--- src/rtl/conf_regf_arbiter.sv ---
// rtl/conf_regf_arbiter.sv - round-robin sharing of the 16x8 config regfile between host single accesses and frame-engine bursts
module conf_regf_arbiter #(
    parameter int ADDR_W = 4,
    parameter int DATA_W = 8,
    parameter int LEN_W  = 5
) (
    input  logic              clk,
    input  logic              reset,
    input  logic              a_req,
    input  logic              a_wr,
    input  logic [ADDR_W-1:0] a_addr,
    input  logic [DATA_W-1:0] a_wdata,
    output logic              a_ack,
    output logic [DATA_W-1:0] a_rdata,
    input  logic              b_req,
    input  logic [ADDR_W-1:0] b_addr,
    input  logic [LEN_W-1:0]  b_len,
    output logic              b_rvalid,
    output logic [DATA_W-1:0] b_rdata,
    output logic              b_done,
    output logic              rf_wr_en,
    output logic              rf_rd_en,
    output logic [ADDR_W-1:0] rf_wr_addr,
    output logic [ADDR_W-1:0] rf_rd_addr,
    output logic [DATA_W-1:0] rf_data_in,
    input  logic [DATA_W-1:0] rf_data_out
);

    typedef enum logic [2:0] {
        IDLE, A_WR, A_RD, A_RWAIT, A_RDONE, B_RUN, B_TAIL
    } state_t;

    localparam logic [LEN_W-1:0] MAX_LEN = LEN_W'(16);

    state_t            state_q, state_d;
    logic              last_grant_q, last_grant_d;   // 1 = B was granted last
    logic [ADDR_W-1:0] wr_addr_q, wr_addr_d;
    logic [DATA_W-1:0] wdata_q, wdata_d;
    logic [ADDR_W-1:0] rd_addr_q, rd_addr_d;
    logic [LEN_W-1:0]  cnt_q, cnt_d;
    logic [DATA_W-1:0] a_rdata_q, a_rdata_d;
    logic              b_rvalid_q, b_rvalid_d;
    logic [LEN_W-1:0]  len_clamp;
    logic              grant_a, grant_b;

    always_comb begin
        len_clamp    = (b_len > MAX_LEN) ? MAX_LEN : b_len;
        grant_a      = a_req && (!b_req || last_grant_q);
        grant_b      = b_req && !grant_a;
        state_d      = state_q;
        last_grant_d = last_grant_q;
        wr_addr_d    = wr_addr_q;
        wdata_d      = wdata_q;
        rd_addr_d    = rd_addr_q;
        cnt_d        = cnt_q;
        a_rdata_d    = a_rdata_q;
        b_rvalid_d   = (state_q == B_RUN);

        case (state_q)
            IDLE: begin
                if (grant_a) begin
                    last_grant_d = 1'b0;
                    if (a_wr) begin
                        wr_addr_d = a_addr;
                        wdata_d   = a_wdata;
                        state_d   = A_WR;
                    end else begin
                        rd_addr_d = a_addr;
                        state_d   = A_RD;
                    end
                end else if (grant_b) begin
                    last_grant_d = 1'b1;
                    cnt_d        = len_clamp;
                    if (len_clamp == '0) begin
                        state_d = B_TAIL;
                    end else begin
                        rd_addr_d = b_addr;
                        state_d   = B_RUN;
                    end
                end
            end
            A_WR:    state_d = IDLE;
            A_RD:    state_d = A_RWAIT;
            A_RWAIT: begin
                a_rdata_d = rf_data_out;
                state_d   = A_RDONE;
            end
            A_RDONE: state_d = IDLE;
            B_RUN: begin
                cnt_d = cnt_q - LEN_W'(1);
                // Address stops on the last read so rf_rd_addr holds it afterwards
                if (cnt_q == LEN_W'(1)) begin
                    state_d = B_TAIL;
                end else begin
                    rd_addr_d = rd_addr_q + ADDR_W'(1);
                end
            end
            B_TAIL:  state_d = IDLE;
            default: state_d = IDLE;
        endcase
    end

    always_ff @(posedge clk or negedge reset) begin
        if (!reset) begin
            state_q      <= IDLE;
            last_grant_q <= 1'b1;
            wr_addr_q    <= '0;
            wdata_q      <= '0;
            rd_addr_q    <= '0;
            cnt_q        <= '0;
            a_rdata_q    <= '0;
            b_rvalid_q   <= 1'b0;
        end else begin
            state_q      <= state_d;
            last_grant_q <= last_grant_d;
            wr_addr_q    <= wr_addr_d;
            wdata_q      <= wdata_d;
            rd_addr_q    <= rd_addr_d;
            cnt_q        <= cnt_d;
            a_rdata_q    <= a_rdata_d;
            b_rvalid_q   <= b_rvalid_d;
        end
    end

    assign rf_wr_en   = (state_q == A_WR);
    assign rf_rd_en   = (state_q == A_RD) || (state_q == B_RUN);
    assign rf_wr_addr = wr_addr_q;
    assign rf_rd_addr = rd_addr_q;
    assign rf_data_in = wdata_q;
    assign a_ack      = (state_q == A_WR) || (state_q == A_RDONE);
    assign a_rdata    = a_rdata_q;
    assign b_done     = (state_q == B_TAIL);
    assign b_rvalid   = b_rvalid_q;
    // Gated so the burst data port reads 0 outside a valid beat, including reset
    assign b_rdata    = b_rvalid_q ? rf_data_out : '0;

endmodule

--- config.mk ---
export PLATFORM = sky130hd
export DESIGN_NAME = conf_regf_arbiter
export DESIGN_NICKNAME = d
export VERILOG_FILES = /design/src/rtl/conf_regf_arbiter.sv
export SDC_FILE = /design/constraint.sdc
export NUM_CORES = 1
export LEC_CHECK = 0
export ABC_AREA = 0
export BUFFER_PORTS_ARGS = -buffer_cell sky130_fd_sc_hd__buf_2
export CAP_MARGIN = 25
export CORE_MARGIN = 2
export CORE_UTILIZATION = 48
export CTS_BUF_LIST = sky130_fd_sc_hd__clkbuf_4 sky130_fd_sc_hd__clkbuf_8
export DETAILED_ROUTE_END_ITERATION = 12
export PLACE_DENSITY = 0.87
export SYNTH_ARGS = -nofsm -noshare
export SYNTH_HDL_FRONTEND = slang
export SYNTH_SLANG_ARGS = --single-unit
export TNS_END_PERCENT = 10
--- constraint.sdc ---
create_clock -name clk -period 4.6 [get_ports clk]
set_input_delay 0 -clock clk [delete_from_list [all_inputs] [get_ports clk]]
set_output_delay 0 -clock clk [all_outputs]
set_load 0.02 [all_outputs]
Word level (Yosys, flattened, before mapping)
Cells that the tools add are included.
W data, S select, Z words.
{ "word_totals": {"input_bits": 34, "elab_cells": 60, "out_inout_bits": 37, "reg_bits": 34} }
{ "op_classes": {"eq_ne": 14, "n_reduce_logical": 16, "mux": 19, "order_cmp": 1, "n_addsub": 2} }
{ "op_table": {"columns": ["cell", "count"], "rows": [
  ["$mux W4", 5],
  ["$mux W5", 3],
  ["$pmux W3 S4", 1],
  ["$pmux W5 S2", 1],
  ["$eq A3 B3 Y1 const B", 3],
  ["$mux W3", 3],
  ["$ne A3 B3 Y1 const B", 3],
  ["$mux W8", 1],
  ["$pmux W4 S2", 1],
  ["$eq A3 B2 Y1 const B", 2],
  ["$ne A2 B2 Y1 const B", 3],
  ["$reduce_and A3 Y1", 2],
  ["$eq A5 B1 Y1 const B", 1],
  ["$gt A5 B5 Y1 const B", 1],
  ["$logic_not A5 Y1", 1],
  ["$reduce_and A5 Y1", 1],
  ["$sub A5 B1 Y5 const B", 1],
  ["$add A4 B1 Y4 const B", 1],
  ["$mux W2", 2],
  ["$reduce_and A2 Y1", 2],
  ["$reduce_bool A2 Y1", 2],
  ["$eq A3 B1 Y1 const B", 1],
  ["$logic_not A3 Y1", 1],
  ["$logic_or A1 B1 Y1", 3],
  ["other kinds (4)", 7]
]} }

Logic depth before layout (Yosys ltp)
{ "logic_depth": {"ltp_word": 8, "ltp_mapped": 6, "depth_no_buf": 6} }

Worst setup path after synthesis
No wires, ideal clock.
{ "synth_path": {"kind": "reg-to-reg", "from": "register state_q[0]", "to": "register wdata_q[0] (netlist: rf_data_in[0])", "slack_ps": 2907, "stages_incl_launch_ff": 6, "arrival_ps": 1569, "required_ps": 4475, "n_path_buf": 2, "setup_ps": 125, "synth_period_minus_slack_ps": 1693, "path_cell_list": "dfrtp_1 buf_2 nor3_1 nand4_1 buf_2 mux2_2"} }
{ "synth_between": {"elab_chain_len": 2} }
{ "synth_lines": {"columns": ["item", "line", "rtl"], "rows": [
  ["start, declared", "35", "state_t state_q, state_d;"],
  ["start signal, assigned", "114", "state_q <= state_d;"],
  ["$logic_not A3 Y1", "59", "case (state_q)"],
  ["$reduce_and A3 Y1 (no source line)", null, null],
  ["end signal, assigned", "117", "wdata_q <= wdata_d;"],
  ["end, declared", "38", "logic [DATA_W-1:0] wdata_q, wdata_d;"]
]} }
Every way passes these cells.
A chain may end at the register's enable or synchronous reset.

Final worst setup path
{ "layout_path": {"from": "register state_q[0]", "to": "register wr_addr_q[2] (netlist: rf_wr_addr[2])"} }
{ "layout_between": {"elab_chain_len": 2} }
{ "layout_lines": {"columns": ["item", "line", "rtl"], "rows": [
  ["$logic_not A3 Y1", "59", null],
  ["$reduce_and A3 Y1 (no source line)", null, null],
  ["end signal, assigned", "116", "wr_addr_q <= wr_addr_d;"],
  ["end, declared", "37", "logic [ADDR_W-1:0] wr_addr_q, wr_addr_d;"]
]} }
Every way passes these cells.

==> results_tabular.tex <==
\begin{tabular}{lr}
\hline
Metric & Value \\
\hline
\multicolumn{2}{l}{\textbf{Run status}} \\
Result of the run & complete, no violations \\
\multicolumn{2}{l}{\textbf{Cells and area}} \\
Final net count & around 290 \\
Area Growth Syn to Fin & 40.1\% \\
Share of post-route cells with drive strength above 1 & 42.4\% \\
Antenna cells & 0 \\
Non-Filler Instances & a little under 300 \\
\multicolumn{2}{l}{\textbf{Power}} \\
Share of total power in the clock network & approximately 11\% \\
Leakage power summed over all cells & between 0.001 and 0.0015 µW \\
Switching Power & between 600 and 700 µW \\
Max VDD drop & between 0.3 and 0.4 mV \\
Comb pwr share & about half \\
Switching part of the total power & a little over two fifths \\
Power per Cell Area & a little over 600 nW/µm² \\
Internal power contribution & approximately 830 µW \\
Sequential cell fraction of total power & 38.2\% \\
\multicolumn{2}{l}{\textbf{Floorplan}} \\
Overall die width & roughly 63 µm \\
Number of top-level pins & just over 70 \\
Row count & 21 \\
Starting Density & 50.5\% \\
Full die area & a little over 4000 µm² \\
Vertical die dimension & about 63 µm \\
Floorplan Core Area & 3360 µm² \\
\multicolumn{2}{l}{\textbf{Route}} \\
Post-detailed-route count of antenna-violating nets & 0 \\
Post-DR vias/cell & 5.33 \\
First-iteration detailed-routing DRC count & 53 \\
Drt total wl & around 4.3 mm \\
Length of the first detailed-routing pass in iterations & 6 \\
Wirelength per Cell & 14.7 µm \\
Vias after detailed routing & 1578 \\
Final routed DRC violation total & 0 \\
\multicolumn{2}{l}{\textbf{STA}} \\
Setup violations, final & 0 \\
Count of endpoints failing hold in the final timing report & 0 \\
Worst clock skew on the final layout & about 13 ps \\
Unrepaired setup endpoints after global routing & false \\
Total Neg Setup Slack & 0 ps \\
Post-route setup slack & roughly 2400 ps \\
Maximum clock rate & between 0.4 and 0.5 GHz \\
Actual transition at the worst max-transition pin & $\sim$740 ps \\
Slew Viols, Final & 0 \\
Crit path time final & 2200 ps \\
Final worst-path cycle share & between 40 and 50\% \\
Rel. slew slack & around half \\
\multicolumn{2}{l}{\textbf{Yosys}} \\
Syn avg cell area & roughly 11 µm² \\
Cell type contributing the most total cell area after synthesis & sky130\_fd\_sc\_hd\_\_dfrtp\_1 \\
Number of distinct library cells after synthesis & 36 \\
Proportion of synthesized chip area in sequential cells & 50.1\% \\
Mapped Area & between 1500 and 2000 µm² \\
Number of warnings issued by yosys & 0 \\
Syn\_nets & 191 \\
Flip-flop and latch count after synthesis & 34 \\
Area share of the largest cell type after synthesis & between 40\% and 50\% \\
Gate count after technology mapping & approximately 150 \\
Area contributors post-synth & sky130\_fd\_sc\_hd\_\_dfrtp\_1 (49\%), sky130\_fd\_sc\_hd\_\_mux2\_2 (13\%), sky130\_fd\_sc\_hd\_\_a21oi\_1 (3.5\%) \\
\multicolumn{2}{l}{\textbf{Global route}} \\
Overall routing resource usage & between 20\% and 30\% \\
Largest net degree at the start of global routing & 35 \\
Total congestion overflow after global routing & 0 \\
Initial antenna violation count & 0 \\
Via count of the first global-routing pass & 1503 \\
Wire length of the first global-routing pass & around 6.9 mm \\
\multicolumn{2}{l}{\textbf{Place}} \\
Count of input and output buffers & 70 \\
Placer Congestion & 0.847 \\
Detail Placement HPWL & around 2.8 mm \\
Cells after DPL & 263 \\
Pre-CTS setup slack & 2440 ps \\
\multicolumn{2}{l}{\textbf{Clock network}} \\
CTS Buf Count & 5 \\
Later-pin clock latency in the skew report & approximately 340 ps \\
Maximum count of clock buffers along a single path & 2 \\
Number of sinks driven by the clock tree & 34 \\
Depth of the CTS H-tree & 2 \\
CTS clk-pin slew, worst paths & about 100 ps \\
TritonCTS clock tree & done \\
Root buffer cell & sky130\_fd\_sc\_hd\_\_clkbuf\_4 \\
\multicolumn{2}{l}{\textbf{Critical path}} \\
Sort of element at the start of the critical path & flip-flop \\
Critical path capture point type & flip-flop \\
Maximum fanout encountered on the critical timing path & 12 \\
CP arrival & between 2000 and 2500 ps \\
Critical Setup Path Class & flip-flop to flip-flop \\
Required time at the endpoint of the critical path & 4810 ps \\
\multicolumn{2}{l}{\textbf{Hold path}} \\
Hold Crit Class & input pin to flip-flop \\
\multicolumn{2}{l}{\textbf{Job}} \\
Max Cap Violations & 0 \\
\hline
\end{tabular}
[final cells by class]
class | count | area, µm²
repair buffers | 95 | 601
clock inverters | 2 | 10.0
flip-flops and latches | 34 | 852
well taps | 46 | 57.6
multi-input cells | 106 | 788
clock buffers | 6 | 45.0
inverters | 7 | 26.3
fillers | 254 | 983
[layer usage]
layer / vias to the layer above / GRT usage [%] / share of wire, %
met5: - / 0 / 0
met3: 6 / 6.07 / 6.7
met1: 747 / 26.0 / 41
met4: 0 / 8.15 / 1.5
li1: 752 / - / -
met2: 73 / 38.3 / 51
[critical path: stages, from the launching register on]
cell	delay [ps]
sky130_fd_sc_hd__dfrtp_1	490
sky130_fd_sc_hd__nor3_1	510
sky130_fd_sc_hd__nand4_1	590
sky130_fd_sc_hd__mux2_2	480
[placed cells by master (no fill, tap or decap), types with 2 or more instances in the layout]
cell type and n:
sky130_fd_sc_hd__and2_1 8, sky130_fd_sc_hd__nand2_1 9, sky130_fd_sc_hd__inv_1 7, sky130_fd_sc_hd__clkbuf_4 6, sky130_fd_sc_hd__nand3b_1 2, sky130_fd_sc_hd__nand3_1 4
sky130_fd_sc_hd__a211o_1 2, sky130_fd_sc_hd__mux2_2 20, sky130_fd_sc_hd__a211oi_1 3, sky130_fd_sc_hd__clkinv_2 2, sky130_fd_sc_hd__dfrtp_1 33, sky130_fd_sc_hd__a31oi_1 3
sky130_fd_sc_hd__nor3_1 3, sky130_fd_sc_hd__ha_1 3, sky130_fd_sc_hd__dlygate4sd3_1 25, sky130_fd_sc_hd__a21oi_1 12, sky130_fd_sc_hd__nor2_1 10, sky130_fd_sc_hd__a311oi_1 3
sky130_fd_sc_hd__nor3b_1 3, sky130_fd_sc_hd__o22a_2 2, sky130_fd_sc_hd__buf_2 70, sky130_fd_sc_hd__nand2b_1 3, sky130_fd_sc_hd__nand4_1 2
[worst paths after layout]
| kind | slack, ps | startpoint | end | cells past startpoint |
|---|---|---|---|---|
| min | 50 | b_len[4] | cnt_q[4] | 2 |
| max | 2400 | state_q[0] | rf_wr_addr[2] | 3 |
| min in group asynchronous | 270 | reset | a_rdata[1] | 2 |
| max in group asynchronous | 3850 | reset | rf_rd_addr[2] | 2 |
| max reg2reg | 2400 | state_q[0] | rf_wr_addr[2] | 3 |
| min reg2reg | 510 | a_rdata[5] | a_rdata[5] | 1 |
[registers in the layout, indices dropped and copies added (netlist names)]
signal        cells
b_rvalid          1
rf_wr_addr        4
rf_rd_addr        4
rf_data_in        8
a_rdata           8
cnt_q             5
last_grant_q      1
state_q           3
[what timing repair did]
action,CTS,global route
endpoints found under the hold margin,56,0
hold buffers,25,0
resized for setup,0,0
buffers inserted,0,0
[power by group through the flow]
stage	sequential, µW	combinational, µW	clock (µW)
5_1_grt	582	810	181
6_report	562	746	161
4_1_cts	556	743	165
3_5_place_dp	561	717	0
3_3_place_gp	552	698	0
2_1_floorplan	660	399	0
[synthesized netlist by cell type]
master,number
sky130_fd_sc_hd__nand4_1,2
sky130_fd_sc_hd__clkbuf_1,2
sky130_fd_sc_hd__dfstp_2,1
sky130_fd_sc_hd__xor2_1,1
sky130_fd_sc_hd__nor2_1,10
sky130_fd_sc_hd__nand2b_1,3
sky130_fd_sc_hd__a31oi_4,1
sky130_fd_sc_hd__mux2i_1,1
sky130_fd_sc_hd__o22a_2,2
sky130_fd_sc_hd__ha_1,3
sky130_fd_sc_hd__o211ai_2,1
sky130_fd_sc_hd__a311oi_1,3
sky130_fd_sc_hd__and3_1,1
sky130_fd_sc_hd__or4_1,1
sky130_fd_sc_hd__and2b_1,1
sky130_fd_sc_hd__a21oi_1,12
sky130_fd_sc_hd__a211o_1,2
sky130_fd_sc_hd__inv_1,7
sky130_fd_sc_hd__nor3_2,1
sky130_fd_sc_hd__and2_1,8
sky130_fd_sc_hd__mux2_2,20
sky130_fd_sc_hd__o41ai_1,1
sky130_fd_sc_hd__nor3_1,3
sky130_fd_sc_hd__a31oi_1,3
sky130_fd_sc_hd__a21o_2,1
sky130_fd_sc_hd__dfrtp_1,33
sky130_fd_sc_hd__nor3b_1,3
sky130_fd_sc_hd__a32oi_1,1
sky130_fd_sc_hd__a211oi_1,3
sky130_fd_sc_hd__o221a_2,1
sky130_fd_sc_hd__buf_2,5
sky130_fd_sc_hd__nand3b_1,2
sky130_fd_sc_hd__o21ai_0,1
sky130_fd_sc_hd__nand2_1,9
sky130_fd_sc_hd__nand3_1,4
sky130_fd_sc_hd__xnor2_1,1
[per-stage QoR]
stage	util [%]	power, µW	hold slack, ps	instance area (µm²)
after global routing	70.8	1570	40.0	2380
final	70.8	1470	47.4	2380
after floorplan	-	1060	-296	1700
after CTS	70.8	1470	32.8	2380
after detailed placement	61.7	1280	107	2070
after global placement	61.7	1250	103	2070
[cell families after synthesis]
family,synth area share (%)
and+or+nand+nor,15.1
DFF,50.1
AOI/OAI and AO/OA,14.2
muxes,13.8
buffers and inverters,3.46
adders and majority gates,2.21
xor gates and xnor gates,1.03
Note: power is estimated with default switching activity, not from simulation.
